==> config.mk <==
export PLATFORM = sky130hd
export DESIGN_NAME = icache_line_fill
export DESIGN_NICKNAME = d
export VERILOG_FILES = /design/src/rtl/icache_line_fill_pkg.sv /design/src/rtl/icache_line_fill.sv
export SDC_FILE = /design/constraint.sdc
export NUM_CORES = 1
export LEC_CHECK = 0
export CORE_UTILIZATION = 44
export DETAILED_ROUTE_END_ITERATION = 12
export PLACE_DENSITY = 0.91
export REMOVE_ABC_BUFFERS = 1
export SYNTH_ARGS = -nofsm -noshare
export SYNTH_HDL_FRONTEND = slang
export SYNTH_SLANG_ARGS = --single-unit
==> constraint.sdc <==
create_clock -name i_clk -period 1.9 [get_ports i_clk]
set_clock_uncertainty 0.05 [all_clocks]
set_input_delay 0.38 -clock i_clk [delete_from_list [all_inputs] [get_ports i_clk]]
set_output_delay 0.38 -clock i_clk [all_outputs]
set_load 0.05 [all_outputs]
==> src/rtl/icache_line_fill_pkg.sv <==
// Shared types for the I-cache line fill engine: the 256-bit line and the fill FSM states.
package icache_line_fill_pkg;

   localparam int unsigned LINE_BITS = 256;

   typedef logic [LINE_BITS-1:0] icache_line_t;

   typedef enum logic [1:0] {
      IDLE  = 2'd0,
      REQ   = 2'd1,
      WRITE = 2'd2,
      DONE  = 2'd3
   } icfill_state_t;

   // Counter width that never collapses to zero bits when only one beat is needed.
   function automatic int unsigned clog2_min1(input int unsigned n);
      return (n > 1) ? $clog2(n) : 1;
   endfunction

endpackage

==> src/rtl/icache_line_fill.sv <==
// I-cache line fill: fetches a 32-byte line as ascending bus beats and writes it to the line SRAM.
// Optional beat watchdog enabled by defining ICFILL_TIMEOUT_EN.
module icache_line_fill
   import icache_line_fill_pkg::*;
#(
   parameter int unsigned BUS_WIDTH  = 64,
   parameter int unsigned TMO_CYCLES = 1023
)(
   input  logic                 i_clk,
   input  logic                 i_rst_n,
   input  logic                 i_miss_req,
   input  logic [31:0]          i_miss_adr,
   output logic                 o_miss_ack,
   output logic                 o_bus_req,
   output logic [31:0]          o_bus_adr,
   input  logic                 i_bus_ack,
   input  logic                 i_bus_err,
   input  logic [BUS_WIDTH-1:0] i_bus_dat,
   output logic                 o_sram_wr,
   output logic [9:0]           o_sram_wadr,
   output logic [255:0]         o_sram_i,
   output logic                 o_fill_done,
   output logic                 o_fill_err,
   output logic                 o_busy
);

   localparam int unsigned NBEATS     = LINE_BITS / BUS_WIDTH;
   localparam int unsigned CNT_W      = clog2_min1(NBEATS);
   localparam int unsigned BEAT_BYTES = BUS_WIDTH / 8;

   generate
      if (!(BUS_WIDTH == 64 || BUS_WIDTH == 128 || BUS_WIDTH == 256) || TMO_CYCLES < 1) begin : g_bad_cfg
         $error("icache_line_fill: illegal BUS_WIDTH or TMO_CYCLES");
      end
   endgenerate

   icfill_state_t      r_state;
   icfill_state_t      w_state_next;
   logic [26:0]        r_base;
   logic [CNT_W-1:0]   r_cnt;
   icache_line_t       r_line;
   logic               w_last;
   logic               w_tmo_hit;
   logic               w_abort;
   logic               w_beat_we;
   logic [4:0]         w_offset;
   logic [4:0]         w_unused_adr_bits;

   assign w_unused_adr_bits = i_miss_adr[4:0];
   assign w_last    = (r_cnt == CNT_W'(NBEATS - 1));
   assign w_abort   = (r_state == REQ) && (i_bus_err || w_tmo_hit);
   assign w_beat_we = (r_state == REQ) && i_bus_ack && !w_abort;
   assign w_offset  = 5'(r_cnt * BEAT_BYTES);

`ifdef ICFILL_TIMEOUT_EN
   localparam int unsigned TMO_W = $clog2(TMO_CYCLES + 1);
   logic [TMO_W-1:0] r_tmo;

   // Held at zero outside REQ so every REQ entry starts a fresh count.
   always_ff @(posedge i_clk or negedge i_rst_n) begin
      if (!i_rst_n)
         r_tmo <= '0;
      else if (r_state != REQ || i_bus_ack)
         r_tmo <= '0;
      else
         r_tmo <= r_tmo + 1'b1;
   end

   assign w_tmo_hit = (r_state == REQ) && (r_tmo == TMO_W'(TMO_CYCLES));
`else
   assign w_tmo_hit = 1'b0;
`endif

   always_ff @(posedge i_clk or negedge i_rst_n) begin
      if (!i_rst_n)
         r_state <= IDLE;
      else
         r_state <= w_state_next;
   end

   always_comb begin
      w_state_next = r_state;
      o_miss_ack   = 1'b0;
      o_fill_err   = 1'b0;
      unique case (r_state)
         IDLE: begin
            if (i_miss_req) begin
               o_miss_ack   = 1'b1;
               w_state_next = REQ;
            end
         end
         REQ: begin
            if (w_abort) begin
               o_fill_err   = 1'b1;
               w_state_next = IDLE;
            end else if (i_bus_ack && w_last) begin
               w_state_next = WRITE;
            end
         end
         WRITE:   w_state_next = DONE;
         DONE:    w_state_next = IDLE;
         default: w_state_next = IDLE;
      endcase
   end

   always_ff @(posedge i_clk or negedge i_rst_n) begin
      if (!i_rst_n) begin
         r_base <= '0;
         r_cnt  <= '0;
      end else if (r_state == IDLE && i_miss_req) begin
         r_base <= i_miss_adr[31:5];
         r_cnt  <= '0;
      end else if (w_beat_we && !w_last) begin
         r_cnt  <= r_cnt + 1'b1;
      end
   end

   always_ff @(posedge i_clk or negedge i_rst_n) begin
      if (!i_rst_n) begin
         r_line <= '0;
      end else begin
         for (int b = 0; b < NBEATS; b++) begin
            if (w_beat_we && r_cnt == CNT_W'(b))
               r_line[b*BUS_WIDTH +: BUS_WIDTH] <= i_bus_dat;
         end
      end
   end

   // The line base has zero low bits, so the in-line offset can be concatenated.
   assign o_bus_adr   = {r_base, w_offset};
   assign o_bus_req   = (r_state == REQ);
   assign o_sram_wr   = (r_state == WRITE);
   assign o_sram_wadr = r_base[9:0];
   assign o_sram_i    = r_line;
   assign o_fill_done = (r_state == DONE);
   assign o_busy      = (r_state != IDLE);

endmodule

==> key figures <==
Outcome
  – Status: finished with violations
  – Failing checks: setup timing

Final layout
  – Layout Cells excl Fill: 1417
  – Multi-input gate area: 3420 um^2
  – Most frequent cells in the layout: buf_4 (286), dfrtp_1 (285), mux2_2 (213), clkdlybuf4s50_1 (94), mux2_1 (70)
  – Ant. Diodes: 0
  – Share of cells above drive strength 1: 52.9%
  – Fillcell total: 1668
  – Commonest non-fill, non-tap cell in the layout: buf_4
  – Area growth from synthesis to final layout: 45.6%
  – Register area: 7180 um^2
  – NumNets Final: 1175

Worst setup path
  – WP data required: ~1500 ps
  – Worst-path fanout max: 6
  – Internal reg-to-reg setup slack: 70 ps
  – R2R depth: 6
  – Worst Setup Path Type: reg2out
  – Setup crit end kind: primary output
  – Worst path bufs/invs: 2
  – WP data arrival: approximately 1600 ps
  – RR Startpoint: r_state[0]
  – Critical Path Max Stage Delay: 440 ps
  – Type of origin of the critical path: register
  – Reg-to-Reg End: r_base[9]
  – CP top delay family: flip-flops
  – Crit-path most repeated cell: buf_12
  – Crit path cell chain: or2_4, nor2_4, buf_12, buf_12
  – Slowest CP cell: dfrtp_2

Flow run
  – Max-cap violations: 0

Global routing
  – Initial antenna violation count: 0
  – Largest net degree at the start of global routing: 64
  – First-pass GRT wire length: 45800 um
  – Vias in the first global route: 7980
  – Grt ovf: 0
  – Total GRT Usage: 23.1%

Clock tree
  – Max Buffers Root-to-Sink: 3
  – Worst-path clk slew: approximately 60 ps
  – Inserted Clock Buffers: 29
  – Clk root buf: clkbuf_16
  – Clk sinks: 287
  – CTS tree: built
  – Skew-Pair Late Insertion Delay: 550 ps
  – H-tree depth: 1

Timing
  – Fin. max-slew vios: 0
  – Max_slew headroom: 63.0%
  – Fin crit share: 108%
  – Peak Freq: between 0.4 and 0.5 GHz
  – Worst Hold Slack: slightly above 300 ps
  – Final Critical Period: 2060 ps
  – Count of final setup violators: 4
  – RSZ-0062 raised after global routing: yes
  – Worst Slack Setup Final: -156 ps
  – Least-Margin Pin Slew: 555 ps
  – Final Hold Viols: 0

Logic synthesis
  – Number of synthesized register bits: between 200 and 300
  – Seq/Total Area, Yosys: about two thirds
  – Mean Syn Cell Area: 16.9 um^2
  – Netlist cell types: 22
  – Synthesized area: 10900 um^2
  – Gate Count Post-Synth: approximately 640
  – Synth warn: 0

Routing
  – Vias/cell: 5.03
  – 1st-iter DRT viols: around 340
  – Via count: 7125
  – Drt pass-1 iters: 4
  – Antenna Nets Post-Route: 0
  – Wirelength per Cell: roughly 20 um
  – Routed Wire Length: slightly below 30000 um
  – Drt drc: 0

Die
  – Die Height: 159 um
  – Die area: 25400 um^2
  – Row Count: 57
  – Io pins: 405
  – Core ar.: 24300 um^2
  – Initial Util: ~45%
  – Horiz. Die Dim: 159 um

Hold path
  – Hold Crit Class: in2async

Power and ir drop
  – Power Total: 0.0273 W
  – PD cells: ~1700 nW/um^2
  – Maximum vdd drop: approximately 1400 uV
  – Leak: 8.13 nW

Placed design
  – Dpl hpwl: 20300 um
  – GPL Wtd Cong: 0.802
  – Inst Count DP: 1354
  – Port bufs: 396
## repair_timing
item | in CTS | in global routing
gates resized for setup | 38 | 10
gates cloned | 1 | 0
hold buffers | 1 | 0
endpoints found under the setup margin | 39 | 12
buffers inserted | 1 | 6
pin swaps | 2 | 1
hold endpoints to repair | 50 | 0
## cell type report
class                           count  area share (%)
Tap cell                          324            2.56
Multi-Input combinational cell    313            21.6
Clock buffer                       41            5.30
Sequential cell                   287            45.3
Clock inverter                     13            1.11
Inverter                            3          0.0710
Timing Repair Buffer              436            24.1
## per-layer routing
layer / wire, um / GRT usage, %
met2: 15300 / 42.3
met5: 0 / 0
met4: 1160 / 8.96
met3: 1900 / 5.60
met1: 10500 / 25.7
## cell usage after synthesis
master | count | share of area [%]
nand2_1 | 2 | 0.069
or3_1 | 1 | 0.057
nor2b_1 | 2 | 0.11
buf_2 | 5 | 0.23
mux2_2 | 213 | 22
dfrtp_1 | 287 | 66
conb_1 | 1 | 0.034
inv_1 | 3 | 0.10
a21oi_1 | 3 | 0.14
and2_1 | 2 | 0.11
nor2_1 | 2 | 0.069
or2_2 | 1 | 0.057
buf_6 | 6 | 0.62
ha_1 | 4 | 0.46
buf_4 | 31 | 2.1
and4bb_1 | 1 | 0.11
o21ai_0 | 3 | 0.14
nand4bb_1 | 1 | 0.10
nand2b_1 | 1 | 0.057
nand3b_1 | 1 | 0.069
mux2_1 | 70 | 7.2
nand2_2 | 3 | 0.17
## sequential cells by signal, indices dropped and copies added, names as in the netlist, named ones only
register and flops:
o_sram_i 256, r_cnt 2, r_state 1, r_base 27
## worst max-delay path by stage
stage                    start       endpoint  cells after the start
global route        r_state[0]     o_miss_ack                      4
floorplan             register      r_base[0]                      3
finish              r_state[0]     o_miss_ack                      4
global placement     i_bus_err   o_sram_i[24]                      6
detailed placement   i_bus_err  o_sram_i[206]                      6
CTS                 r_state[0]     o_miss_ack                      4
## cells by family (layout without fill, tap and decap cells)
group	Yosys count	count (layout)	share of synthesized area, %
AOI/OAI and AO/OA	6	6	0.275
adders and majority gates	4	4	0.459
buffers and inverters	45	493	3.09
DFF	287	287	65.9
muxes	283	283	29.2
other	1	3	0.0344
and+or+nand+nor	17	17	0.999
## through the flow
| stage | instance area, um^2 | setup slack, ps | TNS, ps | util (%) |
|---|---|---|---|---|
| 2_1_floorplan | 10600 | -1420 | -202240 | - |
| 3_3_place_gp | 14800 | -256 | -58720 | 60.7 |
| 3_5_place_dp | 14800 | -267 | -59170 | 60.7 |
| 4_1_cts | 15800 | -249 | -308 | 65.0 |
| 5_1_grt | 15900 | -218 | -649 | 65.2 |
| 6_report | 15900 | -156 | -364 | 65.2 |
## power by group
| group | total [W] | leakage (nW) | switching (W) | internal (W) |
|---|---|---|---|---|
| combinational | 0.0124 | 3.93 | 0.00852 | 0.00388 |
| clock | 0.00599 | 0.495 | 0.00237 | 0.00362 |
| sequential | 0.00890 | 3.71 | 0.000994 | 0.00790 |
| total | 0.0273 | 8.13 | 0.0119 | 0.0154 |
No activity file was read; power rests on OpenSTA's default activity.
==> variant: new RTL, config.mk and constraints unchanged <==
The option `ICFILL_TIMEOUT_EN` is turned on by a define.
--- a/src/rtl/icache_line_fill.sv
+++ b/src/rtl/icache_line_fill.sv
@@ -2,2 +2,4 @@
 // Optional beat watchdog enabled by defining ICFILL_TIMEOUT_EN.
+`define ICFILL_TIMEOUT_EN
+
 module icache_line_fill
Formal check against the unedited RTL: no difference found for any inputs over 4 cycles, from zero or initial values and one cycle with i_rst_n low; that may be too few to reach the edited logic, so the function may still have changed.
==> variant against the unedited design <==
  * The run still ends with setup timing left
  * Worst setup slack worse by 0.24 ns
  * Hold slack better by 0.048 ns
  * Combinational power rose by 5%
  * Count of clock-buffer cells in the layout shrank 2
  * Largest cell class unchanged
  * Utilization grew 6.2 points
  * Routed wire length rose by 28%
  * Synthesized area rose by 4.9%
  * Critical endpoint is now o_fill_err
  * Sequential cell count up 10
  * Power up 4.3%
  * Final area up 14%
==> variant: results (changes against the unedited design) <==
| Metric | Value |
|---|---|
| Drt pass-1 iters | 4 (unchanged) |
| Distinct cells, synth | 29 (was 22) |
| Routability congestion estimate | 0.792 (was 0.802) |
| Synth Area in Adders | 0.00547 (was 0.00459) |
| Async SR Flop Fraction | 1.00 (unchanged) |
| Setup_tns | -74.47 ns (was -0.364 ns) |
| Sequential area share after synthesis | 0.650 (was 0.659) |
| TritonCTS Buffers | 30 (was 29) |
| Top layer in use | met4 (unchanged) |
| WL final | 37.1 mm (was 28.8 mm) |
| Failing checks | setup timing (unchanged) |
| Post-synthesis mux area share | 0.279 (was 0.292) |
| Hold WC Path Type | input port to asynchronous set/reset pin (unchanged) |
| DR WL met3 | 2.16 mm (was 1.90 mm) |
| Final worst slack | -0.393 ns (was -0.156 ns) |
| Vias in the first global route | 8,868 (was 7,980) |
| Fillers | 1,571 (was 1,668) |
| Port bufs | 396 (unchanged) |
| Synth top cells by count | 297 x dfrtp_1, 283 x mux2_2, 24 x buf_6 (was 287 x dfrtp_1, 213 x mux2_2, 70 x mux2_1) |
| Htree depth | 1 (unchanged) |
| Worst slack, placed | -0.334 ns (was -0.267 ns) |
| Met2 WL | 19.2 mm (was 15.3 mm) |
| Measured slew at the worst slew-check pin | 0.588 ns (was 0.555 ns) |
| Placed inst area | 0.0153 mm2 (was 0.0148 mm2) |
| Status | complete, but fails checks (unchanged) |
| Max Cap Viol | 0 (unchanged) |
| Clk pin slew, worst setup/hold paths | 0.07 ns |
| Crit path DAT | 1.86 ns (was 1.63 ns) |
| Crit Path Max Fanout | 2 (was 6) |
| P_leak | 9.06 nW (was 8.13 nW) |
| Peak supply drop | 1110 uV (was 1360 uV) |
| Gr usage total | 0.278 (was 0.231) |
| CTS max path bufs | 3 (unchanged) |
| Worst-skew pair later-pin latency | 0.55 ns (about the same) |
| Met1 wire length | 14.2 mm (was 10.5 mm) |
| Initial antenna violation count | 0 (unchanged) |
| Top post-synthesis cells by area | dfrtp_1 65%, mux2_2 28%, buf_6 2.4% (was dfrtp_1 66%, mux2_2 22%, mux2_1 7.2%) |
| Vias | 8,004 (was 7,125) |
| Nets | 1,297 (was 1,175) |
| Yosys Warn Count | 0 (unchanged) |
| Xor and xnor area share after synthesis | 0.00536 (was 0) |
| Hpwl dp | 20.9 mm (was 20.3 mm) |
| Clk root buf | clkbuf_16 (unchanged) |
| Synth Area in Compound Gates | 0.00667 (was 0.00276) |
| Final setup viols | 262 (was 4) |
| Fraction of layout cells with a size suffix above 1 | 0.621 (was 0.529) |
| Max FFs per register | 256 (unchanged) |
| Initial DRC count | 408 (was 335) |
| Largest net degree at the start of global routing | 61 (was 64) |
| N_diodes | 0 (unchanged) |
| First-pass GRT wire length | 54.8 mm (was 45.8 mm) |
variant: changes by cell type after synthesis, moves of 2 or more:
cell	before	now
dfrtp_1	287	297
nor2b_1	2	4
and4_1	0	3
nor2_1	2	11
mux2_2	213	283
buf_4	31	13
mux2_1	70	0
nand3_1	0	4
xor2_1	0	5
xnor2_1	0	2
buf_6	6	24
variant: cell type report:
cell class | count | area, um2 | share of cell area
sequential | 297 | 7430 | 0.411
timing repair buffer | 507 | 5350 | 0.296
multi-input combinational | 351 | 3830 | 0.212
clock buffer | 39 | 876 | 0.0484
tap | 330 | 413 | 0.0228
clock inverter | 14 | 179 | 0.00989
inverter | 4 | 15.0 | 0.000830
variant: stage by stage:
step	instances	hold WS [ns]	util	power, mW
CTS	1536	0.316	0.711	28.5
floorplan	647	0.0344	-	17.4
global route	1542	0.362	0.714	29.4
global placement	1411	0.314	0.604	21.5
detailed placement	1411	0.311	0.604	21.9
finish	1542	0.351	0.714	28.5
variant: path summary, 6_finish.rpt:
path | cells after the start | slack (ns) | start | endpoint
min in group i_clk | 2 | 0.39 | i_miss_adr[27] | r_base[22]
worst max-delay path | 6 | -0.39 | r_tmo[0] | o_fill_err
max in group asynchronous | 3 | 0.76 | i_rst_n | o_sram_i[58]
worst max register to register | 9 | -0.39 | r_tmo[0] | o_sram_i[141]
worst min register to register | 1 | 0.46 | r_base[15] | r_base[15]
worst min-delay path | 2 | 0.35 | i_rst_n | o_sram_i[155]
variant: kinds of logic after synthesis:
logic type               Yosys count
flip-flops                       297
multiplexers                     283
buffers and inverters             46
AND/OR/NAND/NOR                   37
AO/OA/AOI/OAI                     11
XOR/XNOR                           7
adder cells (fa/ha/maj)            5
other                              1
variant: where the power goes:
| group | total, mW | switching, mW | internal (mW) |
|---|---|---|---|
| registers | 9.21 | 1.07 | 8.13 |
| clock network | 6.24 | 2.47 | 3.77 |
| logic | 13.0 | 8.79 | 4.23 |
variant: metal layers:
metal,GRT usage,up-vias
met3,0.0528,93
li1,-,3438
met2,0.499,313
met5,0,-
met1,0.329,4160
met4,0.102,0
variant: critical path, stage by stage, from the launching register on:
cell	delay (ns)
dfrtp_1	0.36
ha_2	0.18
and4_4	0.24
buf_6	0.10
a31oi_4	0.09
nor2b_2	0.18
buf_12	0.16
variant: what timing repair did:
action                                  in CTS  in global routing
resized for setup                           89                 22
setup buffers                               31                 11
endpoints found under the setup margin     277                269
hold buffers                                 1                  0
cloned                                      40                  0
pin swaps                                    6                  3
endpoints found under the hold margin       48                  0
